[src/rtl/fpu_seq_divider.sv]
// Sequential unsigned restoring divider for the FPU mantissa path: one quotient bit per clock.
// Optional sticky output enabled by defining FPU_DIV_STICKY_EN.
module fpu_seq_divider #(
    parameter int unsigned WIDTH = 48,
    parameter int unsigned QW    = 25
) (
    input  logic             clk,
    input  logic             rst,
    input  logic             start,
    input  logic [WIDTH-1:0] dividend,
    input  logic [WIDTH-1:0] divisor,
    output logic             busy,
    output logic             done,
    output logic [QW-1:0]    quotient,
    output logic [WIDTH-1:0] remainder,
    output logic             q_ovf,
`ifdef FPU_DIV_STICKY_EN
    output logic             sticky,
`endif
    output logic             div_zero
);

    localparam int unsigned CW = $clog2(WIDTH + 1);

    typedef enum logic [1:0] {
        S_IDLE,
        S_RUN,
        S_ZERO,
        S_FIN
    } state_t;

    state_t           state;
    logic [WIDTH:0]   p;
    logic [WIDTH-1:0] s;
    logic [WIDTH-1:0] div_r;
    logic [CW-1:0]    cnt;

    logic [WIDTH:0]   p_shift;
    logic [WIDTH+1:0] trial;
    logic [WIDTH:0]   p_next;
    logic [WIDTH-1:0] s_next;
    logic [WIDTH-1:0] s_hi;

    // The partial remainder never exceeds the divisor, so its top bit stays clear
    // and only the low WIDTH bits feed the next shift.
    logic unused_p_msb;
    assign unused_p_msb = p[WIDTH];

    always_comb begin
        p_shift = {p[WIDTH-1:0], s[WIDTH-1]};
        trial   = {1'b0, p_shift} - {2'b00, div_r};
        if (!trial[WIDTH+1]) begin
            p_next = trial[WIDTH:0];
            s_next = {s[WIDTH-2:0], 1'b1};
        end else begin
            p_next = p_shift;
            s_next = {s[WIDTH-2:0], 1'b0};
        end
        // Quotient bits that do not fit in the output; empty when QW == WIDTH.
        s_hi = s_next >> QW;
    end

    always_ff @(posedge clk or posedge rst) begin
        if (rst) begin
            state     <= S_IDLE;
            p         <= '0;
            s         <= '0;
            div_r     <= '0;
            cnt       <= '0;
            busy      <= 1'b0;
            done      <= 1'b0;
            quotient  <= '0;
            remainder <= '0;
            q_ovf     <= 1'b0;
            div_zero  <= 1'b0;
`ifdef FPU_DIV_STICKY_EN
            sticky    <= 1'b0;
`endif
        end else begin
            case (state)
                S_IDLE, S_FIN: begin
                    if (start) begin
                        div_r    <= divisor;
                        p        <= '0;
                        s        <= dividend;
                        cnt      <= CW'(WIDTH);
                        done     <= 1'b0;
                        q_ovf    <= 1'b0;
                        div_zero <= 1'b0;
`ifdef FPU_DIV_STICKY_EN
                        sticky   <= 1'b0;
`endif
                        if (divisor == '0) begin
                            state <= S_ZERO;
                        end else begin
                            state <= S_RUN;
                            busy  <= 1'b1;
                        end
                    end
                end
                S_RUN: begin
                    p   <= p_next;
                    s   <= s_next;
                    cnt <= cnt - CW'(1);
                    if (cnt == CW'(1)) begin
                        state     <= S_FIN;
                        busy      <= 1'b0;
                        done      <= 1'b1;
                        quotient  <= s_next[QW-1:0];
                        remainder <= p_next[WIDTH-1:0];
                        q_ovf     <= |s_hi;
`ifdef FPU_DIV_STICKY_EN
                        sticky    <= |p_next[WIDTH-1:0];
`endif
                    end
                end
                S_ZERO: begin
                    // Captured dividend is still in s: it becomes the remainder.
                    state     <= S_FIN;
                    done      <= 1'b1;
                    div_zero  <= 1'b1;
                    quotient  <= '1;
                    remainder <= s;
                    cnt       <= '0;
`ifdef FPU_DIV_STICKY_EN
                    sticky    <= |s;
`endif
                end
                default: state <= S_IDLE;
            endcase
        end
    end

endmodule

[config.mk]
export PLATFORM = sky130hd
export DESIGN_NAME = fpu_seq_divider
export DESIGN_NICKNAME = d
export VERILOG_FILES = /design/src/rtl/fpu_seq_divider.sv
export SDC_FILE = /design/constraint.sdc
export NUM_CORES = 1
export LEC_CHECK = 0
export CORE_AREA = 4 4 213 215
export CTS_CLUSTER_DIAMETER = 100
export DETAILED_ROUTE_END_ITERATION = 10
export DIE_AREA = 0 0 217 219
export DONT_BUFFER_PORTS = 1
export PLACE_DENSITY_LB_ADDON = 0.3
export SYNTH_ARGS = -nofsm -noshare
export SYNTH_HDL_FRONTEND = slang
export SYNTH_SLANG_ARGS = --single-unit
[constraint.sdc]
create_clock -name clk -period 7.3 [get_ports clk]
set_input_delay 1.46 -clock clk [delete_from_list [all_inputs] [get_ports clk]]
set_output_delay 1.46 -clock clk [all_outputs]
set_load 0.02 [all_outputs]
==> flow_summary_export.csv <==
group,metric,value,unit
floorplanning,pin_count,176,
floorplanning,die-height,219,microns
logic_synthesis,syn_area_per_cell,9.32,sq um
worst_setup_path,path_cells,"ha_1 -> o21ai_1 -> a21oi_2 -> o21ai_1 -> a21oi_2 -> or2_4 -> a31oi_2 -> o31a_4 -> o21ba_1 -> a31oi_4 -> buf_4 -> mux2_1 -> o21ai_1",
clocking,clk_latency,0.55,ns
finish,final_nets,1492,
sta,period_needed,4.21,ns
grt,grt_overflow,0,
place,placedCellCount,1904,
worst_setup_path,slowest_delay,0.76,ns
logic_synthesis,synth_area,0.0129,sq mm
clocking,post-cts-setup-buffers,0,
finish,final_common_cell,"dfrtp_1",
floorplanning,die_x,217,microns
drt,dr_total_vias,10100,
logic_synthesis,synth_cells,1389,
drt,drt_iter0_markers,892,
clocking,clk_pin_slew,0.06,ns
pwr,pwr-share-comb,36.3,%
floorplanning,initial_core_util,29.6,%
pwr,powerDensity,382,mW/mm^2
worst_setup_path,critPathKind,"reg2reg",
job,drv_cap,0,
pwr,p_sw_share,41.3,%
logic_synthesis,yosysSeqAreaShare,44.3,%
outcome,status,"finished clean",
sta,grt_setup_unrepaired,"no",
logic_synthesis,async_reset_ff_share,100,%
pwr,p_int,3.22,mW
worst_setup_path,crit_arrival,4.67,ns
logic_synthesis,synth_edf_count,0,
clocking,clock-root-buffer,"clkbuf_16",
worst_setup_path,critPathMaxFanout,29,
grt,grt_pass1_wl,61100,microns
worst_setup_path,cp_top_family,"compound AO/OA/AOI/OAI gates",
clocking,holdBufCountCts,0,
worst_setup_path,endpoint_kind,"register",
place,hpwlAfterDp,29600,microns
sta,slew-limit-headroom,25.3,%
place,globalplace.congestion,0.879,
pwr,sequentialPowerShare,38.2,%
clocking,cts_resized,0,
logic_synthesis,yosysWarnings,0,
drt,routed_wl,40000,microns
pwr,cellLeakagePower,6.42,nW
drt,ant_nets,0,
worst_setup_path,cp-start-kind,"register",
worst_setup_path,crit_path_top_delay_cell,"a31oi_4",
worst_setup_path,crit_top_cell,"o21ai_1",
hold_path,holdCritPathClass,"reg2reg",
floorplanning,coreArea,0.0437,sq mm
sta,finalHoldViolations,0,
sta,fin_skew,0.0133,ns
grt,grt.total_usage,16.2,%
logic_synthesis,syn-num-nets,1541,
floorplanning,dieArea,0.0475,sq mm
worst_setup_path,critPathBufInv,1,
finish,area_growth,10.9,%
grt,first_global_vias,9795,
sta,fin_crit_sh,57.7,%
clocking,cts_buffers,26,
floorplanning,row_count,77,
logic_synthesis,synth_cell_types,68,
clocking,htreeDepth,1,
pwr,clkPwrFrac,25.5,%
sta,final-setup-viol-count,0,
sta,slew_violations,0,
clocking,clock-sinks,229,
drt,drc_errors,0,
sta,fmax,0.237,GHz
clocking,cts_tree,"built",
drt,viasPerCell,5.16,
sta,worstMarginPinSlew,1.11,ns
drt,wire_per_inst,20.5,microns
pwr,p_switching,2.26,mW
place,port-buffer-count,0,
logic_synthesis,synth.ff_latch_count,229,
worst_setup_path,required,7.75,ns
pwr,vdd_ir_drop_max,0.000206,V
drt,drtPass1Iterations,5,
grt,antenna_found_initial,1,
clocking,clockBufferDepth,3,
logic_synthesis,synthFlopType,"dfrtp_1",
finish,most-common-layout-cells,"dfrtp_1 (229), nand2_1 (168), o21ai_0 (125)",
sta,fin_setup_tns,0,ns
finish,drive_gt1_share,9.42,%
grt,grt_max_degree,119,
finish,fin_cells,1952,
## logic make-up (layout without fill, tap and decap cells)
kind of cell / Yosys count / count (layout) / synth area share, %
flip-flops: 229 / 229 / 44.3
multiplexers: 144 / 144 / 11.6
buffers and inverters: 151 / 121 / 4.68
AND/OR/NAND/NOR: 378 / 378 / 13.7
XOR/XNOR: 45 / 45 / 3.04
AO/OA/AOI/OAI: 389 / 389 / 17.5
other: 0 / 1 / 0
adder cells (fa/ha/maj): 53 / 53 / 5.18
## state kept, by name (all words and copies together), names as in the netlist
name and flops:
remainder 48, div_r 48, state 2, busy 1, quotient 25, q_ovf 1
s 48, done 1, p 48, div_zero 1, cnt 6
## Yosys cell counts (all sizes together) (7+ instances only)
| cell type | instances | area, sq um |
|---|---|---|
| a21o | 15 | 113 |
| a21oi | 97 | 493 |
| a31oi | 7 | 65.1 |
| and3 | 53 | 332 |
| buf | 14 | 91.3 |
| clkbuf | 73 | 274 |
| dfrtp | 229 | 5730 |
| ha | 52 | 651 |
| inv | 64 | 240 |
| mux2 | 52 | 586 |
| mux2i | 92 | 921 |
| nand2 | 170 | 638 |
| nand3 | 14 | 70.1 |
| nand4 | 20 | 125 |
| nor2 | 59 | 221 |
| nor2b | 8 | 50.1 |
| nor3 | 18 | 101 |
| nor4 | 17 | 106 |
| o21ai | 200 | 1000 |
| o21bai | 12 | 90.1 |
| xnor2 | 29 | 254 |
| xor2 | 16 | 140 |
## power groups by stage
stage | registers, mW | logic, mW | clock network, mW
finish | 2.09 | 1.99 | 1.40
global route | 2.15 | 2.22 | 1.48
CTS | 2.09 | 1.99 | 1.43
detailed placement | 2.11 | 1.99 | 0
global placement | 2.10 | 1.96 | 0
floorplan | 1.97 | 1.56 | 0
## metrics by stage
step	utilization [%]	area, sq um	hold WS (ns)	worst slack [ns]	power (mW)
2_1_floorplan	-	13000	0.457	2.85	3.54
3_3_place_gp	30.7	13400	0.479	3.14	4.06
3_5_place_dp	30.7	13400	0.494	3.09	4.10
4_1_cts	32.8	14400	0.508	3.08	5.52
5_1_grt	32.8	14400	0.518	2.83	5.85
6_report	32.8	14400	0.504	3.09	5.48
## area by class of cell
| type | count | area (sq um) |
|---|---|---|
| Fill cell | 4552 | 29400 |
| Multi-Input combinational cell | 1009 | 6650 |
| Sequential cell | 229 | 5730 |
| Tap cell | 592 | 741 |
| Clock buffer | 31 | 711 |
| Inverter | 64 | 244 |
| Clock inverter | 16 | 194 |
| Timing Repair Buffer | 10 | 87.6 |
| Antenna cell | 1 | 2.50 |
## path summary, 6_finish.rpt
check,slack (ns),start,cells past startpoint,end
worst min-delay path,0.50,div_r[9],1,div_r[9]
max in group asynchronous,4.97,rst,3,div_r[43]
worst max register to register,3.09,p[1],13,p[0]
worst max-delay path,3.09,p[1],13,p[0]
min in group asynchronous,0.68,rst,1,quotient[5]
worst min register to register,0.50,div_r[9],1,div_r[9]
## metal layers
layer  track usage [%]  wire, microns  vias to the layer above
li1                  -              -                     4823
met1              23.6          18800                     4885
met2              23.0          16400                      308
met3              4.92           3500                       64
met4              5.02           1280                        0
met5                 0              0                        -
(Power assumes the default switching activity.)
